File: src/rtl/instruction_encoder.sv
// instruction_encoder: packs per-field instruction requests into 32-bit words,
// validates them, tags each legal word with its program address and queues it
// in a show-ahead FIFO that drains over a valid/ready stream.
//
// Handshakes: a transfer happens on a rising edge where valid && ready are both
// high. Valid is never withdrawn by this block once raised, and payload holds
// steady while valid && !ready. in_ready also drops during a restart request,
// so a request presented together with restart is never taken.
module instruction_encoder #(
  parameter int                DEPTH       = 4,
  parameter int                ADDR_W      = 16,
  parameter logic [ADDR_W-1:0] BASE_ADDR   = '0,
  parameter bit                STOP_ON_ERR = 1'b0
) (
  input  logic                         clk,
  input  logic                         rst,
  input  logic                         in_valid,
  output logic                         in_ready,
  input  logic [3:0]                   in_type,
  input  logic [5:0]                   in_rd,
  input  logic [5:0]                   in_rs1,
  input  logic [5:0]                   in_rs2,
  input  logic                         in_use_imm,
  input  logic [15:0]                  in_imm,
  input  logic [3:0]                   in_op,
  input  logic [3:0]                   in_pred_reg,
  input  logic                         in_pred_comp,
  input  logic                         restart,
  output logic                         out_valid,
  input  logic                         out_ready,
  output logic [31:0]                  out_word,
  output logic [ADDR_W-1:0]            out_addr,
  output logic [$clog2(DEPTH+1)-1:0]   fifo_level,
  output logic                         err_pulse,
  output logic [2:0]                   err_code,
  output logic [15:0]                  err_count,
  output logic                         warn_imm9,
  output logic [1:0]                   fsm_state
);

  localparam int LW = $clog2(DEPTH + 1);
  localparam int PW = $clog2(DEPTH);
  localparam logic [LW-1:0] FULL = LW'(DEPTH);

  typedef enum logic [1:0] {
    S_RUN   = 2'd0,
    S_ERROR = 2'd1,
    S_DRAIN = 2'd2
  } state_t;

  state_t            state;
  state_t            state_nx;
  logic [ADDR_W-1:0] next_addr;
  logic [31:0]       word_mem [DEPTH];
  logic [ADDR_W-1:0] addr_mem [DEPTH];
  logic [PW-1:0]     rd_ptr;
  logic [PW-1:0]     wr_ptr;
  logic [LW-1:0]     count;
  logic [31:0]       enc_word;
  logic [3:0]        eff_op;
  logic [2:0]        chk_code;
  logic              accept;
  logic              push;
  logic              pop;
  logic              illegal;
  logic              drain_done;

  // Pack the request fields and classify legality; the immediate form forces bit 9.
  always_comb begin
    enc_word = in_use_imm ? {in_type, in_rd, in_rs1, in_imm[15:10], 1'b1, in_imm[8:0]}
                          : {in_type, in_rd, in_rs1, in_rs2, 1'b0, in_op, in_pred_reg, in_pred_comp};
    eff_op   = in_use_imm ? in_imm[8:5] : in_op;
    chk_code = 3'd0;
    if (in_type > 4'd7)
      chk_code = 3'd1;
    else if (in_type == 4'd0 && eff_op > 4'd13)
      chk_code = 3'd2;
    else if (in_type == 4'd1 && eff_op[3])
      chk_code = 3'd3;
    else if ((in_type == 4'd2 || in_type == 4'd3 || in_type == 4'd5) && eff_op[3:2] != 2'b00)
      chk_code = 3'd4;
  end

  // FSM state register.
  always_ff @(posedge clk or posedge rst) begin
    if (rst) state <= S_RUN;
    else     state <= state_nx;
  end

  // FSM next-state: restart always goes through DRAIN, which exits once empty.
  always_comb begin
    state_nx = state;
    case (state)
      S_RUN: begin
        if (restart)                   state_nx = S_DRAIN;
        else if (illegal && STOP_ON_ERR) state_nx = S_ERROR;
      end
      S_ERROR: if (restart)            state_nx = S_DRAIN;
      S_DRAIN: if (count == '0)        state_nx = S_RUN;
      default:                         state_nx = S_RUN;
    endcase
  end

  // FSM outputs and the handshake qualifiers derived from them.
  always_comb begin
    in_ready   = (state == S_RUN) && (count != FULL) && !restart;
    drain_done = (state == S_DRAIN) && (count == '0);
    accept     = in_valid && in_ready;
    push       = accept && (chk_code == 3'd0);
    illegal    = accept && (chk_code != 3'd0);
    pop        = out_ready && (count != '0);
  end

  // FIFO pointers and occupancy; a reset throws away every queued entry.
  always_ff @(posedge clk or posedge rst) begin
    if (rst) begin
      rd_ptr <= '0;
      wr_ptr <= '0;
      count  <= '0;
    end else begin
      if (push) wr_ptr <= wr_ptr + 1'b1;
      if (pop)  rd_ptr <= rd_ptr + 1'b1;
      if (push && !pop)      count <= count + 1'b1;
      else if (pop && !push) count <= count - 1'b1;
    end
  end

  // FIFO storage; contents are only visible through the gated head below.
  always_ff @(posedge clk) begin
    if (push) begin
      word_mem[wr_ptr] <= enc_word;
      addr_mem[wr_ptr] <= next_addr;
    end
  end

  // Program address: advances per legal word, reloads when a drain completes.
  always_ff @(posedge clk or posedge rst) begin
    if (rst)             next_addr <= BASE_ADDR;
    else if (push)       next_addr <= next_addr + ADDR_W'(4);
    else if (drain_done) next_addr <= BASE_ADDR;
  end

  // Error and warning reporting; err_code/err_count survive restart.
  always_ff @(posedge clk or posedge rst) begin
    if (rst) begin
      err_pulse <= 1'b0;
      err_code  <= 3'd0;
      err_count <= 16'd0;
      warn_imm9 <= 1'b0;
    end else begin
      err_pulse <= illegal;
      warn_imm9 <= accept && in_use_imm && !in_imm[9];
      if (illegal) begin
        err_code <= chk_code;
        if (err_count != 16'hFFFF) err_count <= err_count + 16'd1;
      end
    end
  end

  // Show-ahead head of the FIFO, forced to zero while empty.
  always_comb begin
    out_valid  = (count != '0);
    out_word   = out_valid ? word_mem[rd_ptr] : 32'd0;
    out_addr   = out_valid ? addr_mem[rd_ptr] : '0;
    fifo_level = count;
    fsm_state  = state;
  end

endmodule
File: config.mk
export PLATFORM = sky130hd
export DESIGN_NAME = instruction_encoder
export DESIGN_NICKNAME = d
export VERILOG_FILES = /design/src/rtl/instruction_encoder.sv
export SDC_FILE = /design/constraint.sdc
export NUM_CORES = 1
export LEC_CHECK = 0
export ABC_AREA = 0
export CORE_ASPECT_RATIO = 2
export CORE_MARGIN = 2
export CORE_UTILIZATION = 57
export CTS_BUF_LIST = sky130_fd_sc_hd__clkbuf_2 sky130_fd_sc_hd__clkbuf_4 sky130_fd_sc_hd__clkbuf_8
export CTS_CLUSTER_SIZE = 40
export DETAILED_ROUTE_END_ITERATION = 16
export HOLD_SLACK_MARGIN = 0.12
export PLACE_DENSITY_LB_ADDON = 0.12
export SETUP_SLACK_MARGIN = 0.15
export SKIP_CTS_REPAIR_TIMING = 1
export SLEW_MARGIN = 5
export SYNTH_ARGS = -nofsm -noshare
export SYNTH_HDL_FRONTEND = slang
export SYNTH_SLANG_ARGS = --single-unit
File: constraint.sdc
create_clock -name clk -period 3.73 [get_ports clk]
set_clock_uncertainty 0.15 [all_clocks]
set_input_delay 0.746 -clock clk [delete_from_list [all_inputs] [get_ports clk]]
set_output_delay 0.746 -clock clk [all_outputs]
set_load 0.01 [all_outputs]
==> After elaboration in Yosys (flattened, before gate mapping) <==
Memories as Yosys holds them, arrays and structs flattened.
Cells that the tools add are included.
{ "classes": {"addsub": 6, "magnitude_cmp": 2, "n_eq_ne": 10, "n_mux": 17, "n_reduce_logical": 32} }
{ "op_table": {"columns": ["cell", "count"], "rows": [
  ["$mux 16", 4],
  ["$mux 32", 1],
  ["$mux 3", 6],
  ["$add 16x1->16 const B", 1],
  ["$add 16x3->16 const B", 1],
  ["$ne 16x16->1 const B", 1],
  ["$logic_and 1x1->1", 14],
  ["$eq 4x2->1 const B", 2],
  ["$logic_not 3->1", 2],
  ["$reduce_bool 2->1", 3],
  ["$reduce_bool 3->1", 2],
  ["$add 2x1->2 const B", 2],
  ["$eq 4x1->1 const B", 1],
  ["$eq 4x3->1 const B", 1],
  ["$gt 4x3->1 const B", 1],
  ["$gt 4x4->1 const B", 1],
  ["$logic_not 1->1", 4],
  ["$logic_not 4->1", 1],
  ["$mux 2", 2],
  ["$mux 4", 1],
  ["$pmux 2 s2", 1],
  ["$reduce_and 2->1", 2],
  ["$add 3x1->3 const B", 1],
  ["$ne 3x3->1 const B", 1],
  ["9 further kinds", 11]
]} }
{ "word_totals": {"register_bits": 46, "ram_bits": 192, "mem_count": 2} }
{ "mem_list": {"columns": ["memory", "depth", "width", "rd", "rd_ports_with_merged_regs", "write_ports", "line_no", "text"], "rows": [
  ["word_mem", 4, 32, 1, 0, 1, "54", "logic [31:0] word_mem [DEPTH];"],
  ["addr_mem", 4, 16, 1, 0, 1, "55", "logic [ADDR_W-1:0] addr_mem [DEPTH];"]
]} }

==> Logic depth before layout (Yosys ltp) <==
{ "depth": {"word_depth": 14, "depth_mapped": 12} }

==> Worst setup path before layout <==
OpenSTA, ideal clock, no wires.
{ "synth_timing": {"kind": "input-to-reg", "startpoint": "input in_op[1]", "endpoint": "memory addr_mem[2][10], enable pin", "setup_time_ns": 0.408, "arrival_ns": 3.135, "t_required_ns": 3.172, "setup_slack_ns": 0.037, "cell_stages": 6, "cell_sequence": "and3b_1 > a311o_1 > a2111o_4 > clkinv_4 > buf_6 > and2_1"} }
{ "synth_via": {"elab_chain_len": 9} }
{ "synth_lines": {"columns": ["element", "line_no", "text"], "rows": [
  ["start: declaration", "25", "input logic [3:0] in_op,"],
  ["$mux 4", "72", "eff_op = in_use_imm ? in_imm[8:5] : in_op;"],
  ["$gt 4x4->1", "76", "else if (in_type == 4'd0 && eff_op > 4'd13)"],
  ["$logic_and 1x1->1", "76", null],
  ["$mux 3", "76", null],
  ["$mux 3", "74", "if (in_type > 4'd7)"],
  ["$logic_not 3->1", "109", "push = accept && (chk_code == 3'd0);"],
  ["$logic_and 1x1->1", "109", null],
  ["net push", "63", "logic push;"],
  ["$mux 1", "130", "if (push) begin"],
  ["$mux 1 (not written as such)", "132", "addr_mem[wr_ptr] <= next_addr;"],
  ["end: declaration", "55", null]
]} }
The timed path passes the listed nets, and every way through them passes these cells.

==> Final worst setup path <==
{ "layout_timing": {"startpoint": "register rd_ptr[0]", "endpoint": "output out_word[27]"} }
{ "layout_via": {"elab_chain_len": 2} }
{ "layout_lines": {"columns": ["element", "line_no", "text"], "rows": [
  ["start: declaration", "56", "logic [PW-1:0] rd_ptr;"],
  ["start signal: assignment", "122", "if (pop) rd_ptr <= rd_ptr + 1'b1;"],
  ["$mem_v2 4x32", null, null],
  ["$mux 32", "163", "out_word = out_valid ? word_mem[rd_ptr] : 32'd0;"],
  ["end: declaration", "31", "output logic [31:0] out_word,"]
]} }
No other way between the ends.

==> flow_summary.toml <==
[run_status]
status = "finished, final reports clean"

[critical_path]
cp.required_ps = 2830
cp_slowest_cell = "dfrtp_4"
endpoint_kind = "output port"
worstPathArrival_ps = 2560
critPathTopFamily = "buffers and inverters"
cpPeakStageDelay_ps = 550
startpoint_type = "register"
path_class = "register to output port"
critPathBufInv = 2
crit_chain = "buf_4 > mux4_2 > and2_1 > clkdlybuf4s50_1"
reg2reg_depth = 10
path_max_fanout = 12
crit_cells = 4

[detailed_routing]
antenna_left = 0
route.vias.total = 5347
drc = 0
drtPass1Iterations = 5
viasPerCell = 5.81
wl_per_cell_um = 20.8
wl_um = 19100
drt_iter0_markers = 318

[sta]
finalSetupViolCount = 0
hold_violations = 0
slew_headroom_pct = 34.6
period_share_pct = 92.5
fin_crit_ps = 3450
tightest_slew_ps = 975
slew_viol_final = 0
fmax_mhz = 290
hold_slack_ps = 354
rsz0062_at_grt = "no"
layout_setup_ws_ps = 278

[grt]
overflow = 0
met1_usage_pct = 26.1
antenna_found_initial = 0
grt_pass1_wl_um = 29500
gr-usage-met2_pct = 40.9
grt_max_degree = 50
globalRouteMet3Util_pct = 3.52
grt_usage_pct = 22.1
grt_pass1_vias = 5665
busiest_layer = "met2"

[finish]
fin_util_pct = 73.1
final_cells = 921
num_antenna_cells = 0
fin_area_um2 = 11800
fin_nets = 756
fill_cells = 1054
drive_gt1_share_pct = 22.0
area_growth_pct = 25.9

[clocking]
root_buffer = "clkbuf_8"
clock_path_buffers = 3
tritoncts = "built"
clock_sinks = 227
clock_latency_ps = 540
cts_buffers = 28
htree_levels = 1
clkTransAtPathRegs_ps = 70

[floorplanning]
dieWidth_um = 94.8
start_util_pct = 58.1
rows = 66
die_area_um2 = 17600
coreArea_um2 = 16200
ios = 129
die_height_um = 186

[placement]
gp_congestion = 0.793
dp_cells = 860
placed_cell_area_um2 = 11000
port-buffer-count = 125
preCtsSetupSlack_ps = 13.2
hpwl_um = 12300

[yosys]
synthTopCellsByArea = "edfxtp_1, dfrtp_1, mux4_2"
synth_top_area_share_pct = 58.8
synth.distinct_cells = 52
synth_edf_count = 184
syn_area_per_cell_um2 = 17.8
synthCells = 528
synth_warnings = 0
yosys.area.top_type = "edfxtp_1"
async_reset_ff_share_pct = 18.9
syn_area_um2 = 9400
yosysMostFrequentCell = "edfxtp_1"
synth_top_flop_cell = "edfxtp_1"
ys_ff_latch = 227
yosys-top-cells-count = "edfxtp_1, and2_1, mux4_2"
seq_area_frac_synth_pct = 70.2

[hold_path]
min_path_type = "register to register"
min_path_cells = 1

[run]
max_cap_viol_count = 0

[power_and_ir_drop]
vdd_drop_max_mv = 0.376
p_leak_nw = 4.29
power.density_nw_per_um2 = 653
-- area by class of cell --
cell class	instances	area, um2	area share [%]
flip-flops and latches	227	6610	55.8
inverters	10	42.5	0.359
multi-input cells	269	2650	22.4
repair buffers	159	1570	13.3
clock inverters	22	308	2.60
well taps	204	255	2.16
clock buffers	30	407	3.43
-- path summary, 6_finish.rpt --
path                                      startpoint                         to  slack [ps]
min                         err_count[5]$_DFFE_PP0P_   err_count[5]$_DFFE_PP0P_         350
min reg2reg                 err_count[5]$_DFFE_PP0P_   err_count[5]$_DFFE_PP0P_         350
max                            rd_ptr[0]$_DFFE_PP0P_               out_word[27]         280
max reg2reg                fifo_level[2]$_DFFE_PP0P_  fifo_level[2]$_DFFE_PP0P_         760
min in group asynchronous                        rst      rd_ptr[1]$_DFFE_PP0P_         470
max in group asynchronous                        rst  fifo_level[0]$_DFFE_PP0P_        2230
-- where the power goes --
group	internal, W	leakage [nW]	switching, W
Combinational	0.00148	1.67	0.00101
Clock	0.00130	0.359	0.000881
Sequential	0.00287	2.26	0.000196
-- cell families after synthesis --
family	share of synthesized area, %
compound gates	2.45
xor+xnor	1.96
fa+ha+maj	1.14
buf+inv	1.74
flops	70.2
mux	13.4
other cells	0.0399
simple gates	9.09
-- worst register-to-register path: stages, from the launching register on --
cell and delay (ps):
dfrtp_1 430, nor3b_1 180, or4b_4 520, a2111o_4 510
clkinv_4 60, ha_1 190, inv_1 60, fa_1 380
xor2_1 160, nor2_1 120, xor2_1 150
-- per-layer routing --
metal	wire length [um]	vias to the layer above	share of wire, %
met1	7020	2747	37
met2	10800	173	56
li1	-	2404	-
met3	1020	23	5.3
met4	289	0	1.5
met5	0	-	0
-- flip-flops by register name, summed over array words and instances (netlist names) --
name        cells
warn_imm9       1
fsm_state       1
addr_mem       56
err_count      16
word_mem      128
fifo_level      3
wr_ptr          2
next_addr      14
rd_ptr          2
err_pulse       1
err_code        3
-- metrics by stage --
step | TNS [ps] | power [W]
after floorplan | 0 | 0.00436
final | 0 | 0.00773
after CTS | -1460 | 0.00769
after global placement | 0 | 0.00548
after detailed placement | 0 | 0.00552
after global routing | 0 | 0.00807
-- layout by cell type (no fill, tap or decap), drive strengths merged, types with 15 or more instances in the layout --
cell           instances
dfrtp                 43
buf                   34
nor3                  15
and2                  51
xor2                  16
edfxtp               184
mux2                  16
nand2                 16
clkbuf                30
mux4                  46
clkdlybuf4s50        125
No activity file was read; power rests on OpenSTA's default activity.
==> RTL change 1: new RTL, same settings <==
`STOP_ON_ERR`: 1'b0 -> 1'b1.
--- a/src/rtl/instruction_encoder.sv
+++ b/src/rtl/instruction_encoder.sv
@@ -12,3 +12,3 @@
   parameter logic [ADDR_W-1:0] BASE_ADDR   = '0,
-  parameter bit                STOP_ON_ERR = 1'b0
+  parameter bit                STOP_ON_ERR = 1'b1
 ) (
Formal check against the unedited RTL: not equivalent (a bounded check fails within 4 cycles, from zero or initial values and one cycle with rst high).
==> RTL change 1 against the unedited design <==
Routed wire length is 2.7% higher. Area after synthesis grew 0.84%. Hold slack got worse by 22 ps. Clock power down 7%. Critical endpoint is now out_word[8]. Final area up 0.76%. Critical path type unchanged. Sequential cell count increased by 1. Power shrank 1.2%. Count of clock-buffer cells in the layout grew 11. Highest routed layer is now met5. Global-route usage is 0.68 points higher. Worst setup slack improved by 5.0 ps. First-iteration DRC count decreased by 22%.
==> RTL change 1: results (changes against the unedited design) <==
- The run finished with clean final reports.
- The met1 capacity usage during global routing is 27.24% (+1.1 points).
- The routed length on met2 is 11,090 um (+2.5%).
- The number of nets in the layout came to 774 (+2.4%).
- The number of inserted filler cells in the final layout is 1,008 (-4.4%).
- The fraction of met3 tracks used by global routing is 4.037% (+0.51 points).
- The number of antenna violations at the first check in global routing is 1 (+1).
- The worst hold-check slack is 332.0 ps (-22.17 ps).
- Signal routing reaches up to met5.
- The number of buffers inserted by port buffering is 126 (+0.80%).
- The via count of the first global-routing pass is 5,825 (+2.8%).
- The global-route met2 utilization is 41.36% (+0.51 points).
- The length of the first detailed-routing pass in iterations is 4 (-1).
- The overall routing resource usage is 22.82% (+0.68 points).
- By area the synthesized netlist is led by sky130_fd_sc_hd__edfxtp_1 58%, sky130_fd_sc_hd__dfrtp_1 12%, sky130_fd_sc_hd__mux4_2 11%, sky130_fd_sc_hd__and2_1 3.2%, sky130_fd_sc_hd__mux2_2 2.0%.
- The final clock period utilization by the worst path is 92.40% (-0.14 points).
- The worst-case setup slack after placement is 200.6 ps (+187.4 ps).
- The placer's final routability congestion estimate was 0.8151 (+2.8%).
- The wire length on met3 came to 1107 um (+8.1%).
- The average detailed-routed wire length per instance is 20.93 um (+0.69%).
- The final core utilization came to 73.33% (+0.18 points).
- The fraction of layout instances using a drive strength above 1 was 22.72% (+0.68 points).
- The internal reg-to-reg setup slack is 1200 ps (+440 ps).
- The number of design-rule violations left by the first detailed-router iteration came to 248 (-22%).
- The area of placed instances is 11,160 sq um (+1.1%).
- The peak supply drop is 0.4683 mV (+25%).
RTL change 1: cell count changes after synthesis, moves of 3 or more:
cell / delta
sky130_fd_sc_hd__o221ai_1: +3
sky130_fd_sc_hd__clkbuf_1: +5
sky130_fd_sc_hd__a211o_1: -4
sky130_fd_sc_hd__and3_1: +3
sky130_fd_sc_hd__mux2i_1: +3
sky130_fd_sc_hd__nor4_1: +4
sky130_fd_sc_hd__and2_1: -3
sky130_fd_sc_hd__nor3_1: -7
sky130_fd_sc_hd__nand2_1: +8
sky130_fd_sc_hd__or3_1: -3
sky130_fd_sc_hd__or4_1: +4
RTL change 1: final timing paths:
| path | end | cells after the start | from |
|---|---|---|---|
| max | out_word[8] | 4 | rd_ptr[0] |
| min | err_count[9] | 1 | err_count[9] |
| max reg2reg | fifo_level[2] | 11 | fifo_level[2] |
| min reg2reg | err_count[9] | 1 | err_count[9] |
| max in group asynchronous | err_count[9] | 3 | rst |
| min in group asynchronous | err_code[1] | 2 | rst |
RTL change 1: cell type report:
cell class,count,area share (%)
repair buffers,166,13.72
multi-input cells,276,22.54
well taps,204,2.140
clock buffers,41,4.206
flip-flops and latches,228,55.59
inverters,12,0.3776
clock inverters,12,1.426
RTL change 1: cells by family after synthesis:
kind of cell / Yosys count / synth area share, %
buffers and inverters: 39 / 1.834
adder cells (fa/ha/maj): 8 / 1.135
flip-flops: 228 / 69.90
other: 1 / 0.03956
multiplexers: 71 / 13.84
XOR/XNOR: 22 / 2.032
AO/OA/AOI/OAI: 25 / 1.967
AND/OR/NAND/NOR: 148 / 9.252
RTL change 1: power by group:
part	internal [mW]	total (mW)	switching (mW)
Combinational	1.53	2.53	1.01
Sequential	2.89	3.09	0.201
Clock	1.15	2.02	0.865
Total	5.57	7.64	2.07
==> RTL change 2: new RTL, config.mk and constraints unchanged <==
Made on the original files. Make the reset (`rst`) synchronous in 4 clocked blocks.
--- a/src/rtl/instruction_encoder.sv
+++ b/src/rtl/instruction_encoder.sv
@@ -84,3 +84,3 @@
   // FSM state register.
-  always_ff @(posedge clk or posedge rst) begin
+  always_ff @(posedge clk) begin
     if (rst) state <= S_RUN;
@@ -114,3 +114,3 @@
   // FIFO pointers and occupancy; a reset throws away every queued entry.
-  always_ff @(posedge clk or posedge rst) begin
+  always_ff @(posedge clk) begin
     if (rst) begin
@@ -136,3 +136,3 @@
   // Program address: advances per legal word, reloads when a drain completes.
-  always_ff @(posedge clk or posedge rst) begin
+  always_ff @(posedge clk) begin
     if (rst)             next_addr <= BASE_ADDR;
@@ -143,3 +143,3 @@
   // Error and warning reporting; err_code/err_count survive restart.
-  always_ff @(posedge clk or posedge rst) begin
+  always_ff @(posedge clk) begin
     if (rst) begin
Formal check against the unedited RTL: differs if rst is asserted again (counterexample within 4 cycles, from zero or initial values and one cycle with rst high); with rst held inactive, the same outputs for 4 cycles.
==> RTL change 2 against the unedited design <==
Final area grew 0.38%. Critical endpoint is now fifo_level[2]. Sequential cell count rose by 2. Hold slack worse by 38 ps. Worst setup slack gained 22 ps. Cell count increased by 6.9%. Routed wire length increased by 2.4%. Power fell by 11%. Area after synthesis increased by 0.67%. Utilization shrank 0.094 points. Global-route usage grew 0.24 points. Critical path type is now input pin to flop.
==> RTL change 2: results (changes against the unedited design) <==
- The average detailed-routed wire length per instance was 19.90 um (-4.3%).
- The worst-case setup slack after placement was -257.8 ps (-271.0 ps).
- The per-cell via count in the routed design is 5.827 (+0.37%).
- The register area share after synthesis is 67.90% (-2.3 points).
- The via count of the first global-routing pass came to 6,050 (+6.8%).
- The source of the critical timing path is in_use_imm.
- The count of placed standard cells in the final layout, fillers left out came to 985 (+6.9%).
- The largest fanout on the critical path was 5 (-7).
- The clock period minus worst slack is 3429 ps (-22.33 ps).
- The post-detailed-placement half-perimeter wirelength is 13,210 um (+7.5%).
- The number of clock buffers inserted by TritonCTS was 29 (+3.6%).
- The peak supply drop is 0.3999 mV (+6.5%).
- The number of inserted filler cells in the final layout came to 1,059 (+0.47%).
- The headroom to the max-slew limit is 36.12% (+1.5 points).
- The switching power as a share of total power was 26.98% (-0.036 points).
- The leakage dissipation is 4.022 nW (-6.2%).
- The number of nets in the layout is 820 (+8.5%).
- The synthesized instance count is 587 (+11%).
- The maximum number of pins on one net before global-route repair is 35 (-30%).
- The largest delay contributor family on the critical path is simple AND/OR/NAND/NOR gates.
- The length of the first detailed-routing pass in iterations is 4 (-1).
- The share of async-settable or async-resettable flops after synthesis is 0% (-19 points).
- The wire length of the first global-routing pass is 30,270 um (+2.5%).
- The flow ran to the end, and the final reports show no timing, DRC or antenna violations.
- The fraction of layout instances using a drive strength above 1 came to 22.54% (+0.50 points).
[RTL change 2: power groups by stage]
stage	Combinational, mW	Clock, mW	Sequential [mW]
after global placement	2.01	0	2.97
after global routing	2.42	1.90	2.91
after floorplan	1.10	0	2.91
after CTS	2.05	1.81	2.92
final	2.24	1.78	2.90
after detailed placement	2.04	0	2.98
[RTL change 2: kinds of logic after synthesis]
kind of cell               Yosys count  synth area share (%)
AOI/OAI and AO/OA                   58                 4.085
xor gates and xnor gates             8                0.7404
adders and majority gates            8                 1.137
buffers and inverters               43                 1.930
DFF                                229                 67.90
muxes                               66                 13.41
other                                1               0.03962
and+or+nand+nor                    174                 10.76
[RTL change 2: worst paths after layout]
check | endpoint | depth (start not counted) | slack, ps
max | fifo_level[2] | 11 | 300
min | err_code[2] | 2 | 320
min reg2reg | err_code[2] | 2 | 320
max reg2reg | fifo_level[2] | 10 | 820
[RTL change 2: stage by stage]
stage	hold slack [ps]	power, mW	area (sq um)	setup TNS [ps]	util (%)
after floorplan	319.2	4.009	9492	0	-
after global placement	295.5	4.983	11190	-192.2	68.81
after detailed placement	305.0	5.013	11190	-257.8	68.81
after CTS	316.5	6.778	11770	-929.5	72.37
after global routing	319.9	7.222	11880	0	73.05
final	315.9	6.913	11880	0	73.05
[RTL change 2: cell type report]
type                       instances  share of cell area (%)
clock buffer                      43                   4.243
clock inverter                    10                  0.6317
inverter                           9                  0.3159
multi-input combinational        317                   24.25
sequential                       229                   54.12
tap                              204                   2.148
timing repair buffer             172                   14.23
timing repair inverter             1                 0.06317
[RTL change 2: routing by layer]
metal	GRT usage, %	vias up	part of all wire [%]
met3	2.538	44	4.3
met5	0	-	0
met4	8.290	0	2.8
met2	43.27	175	58
met1	24.40	2865	35
li1	-	2656	-
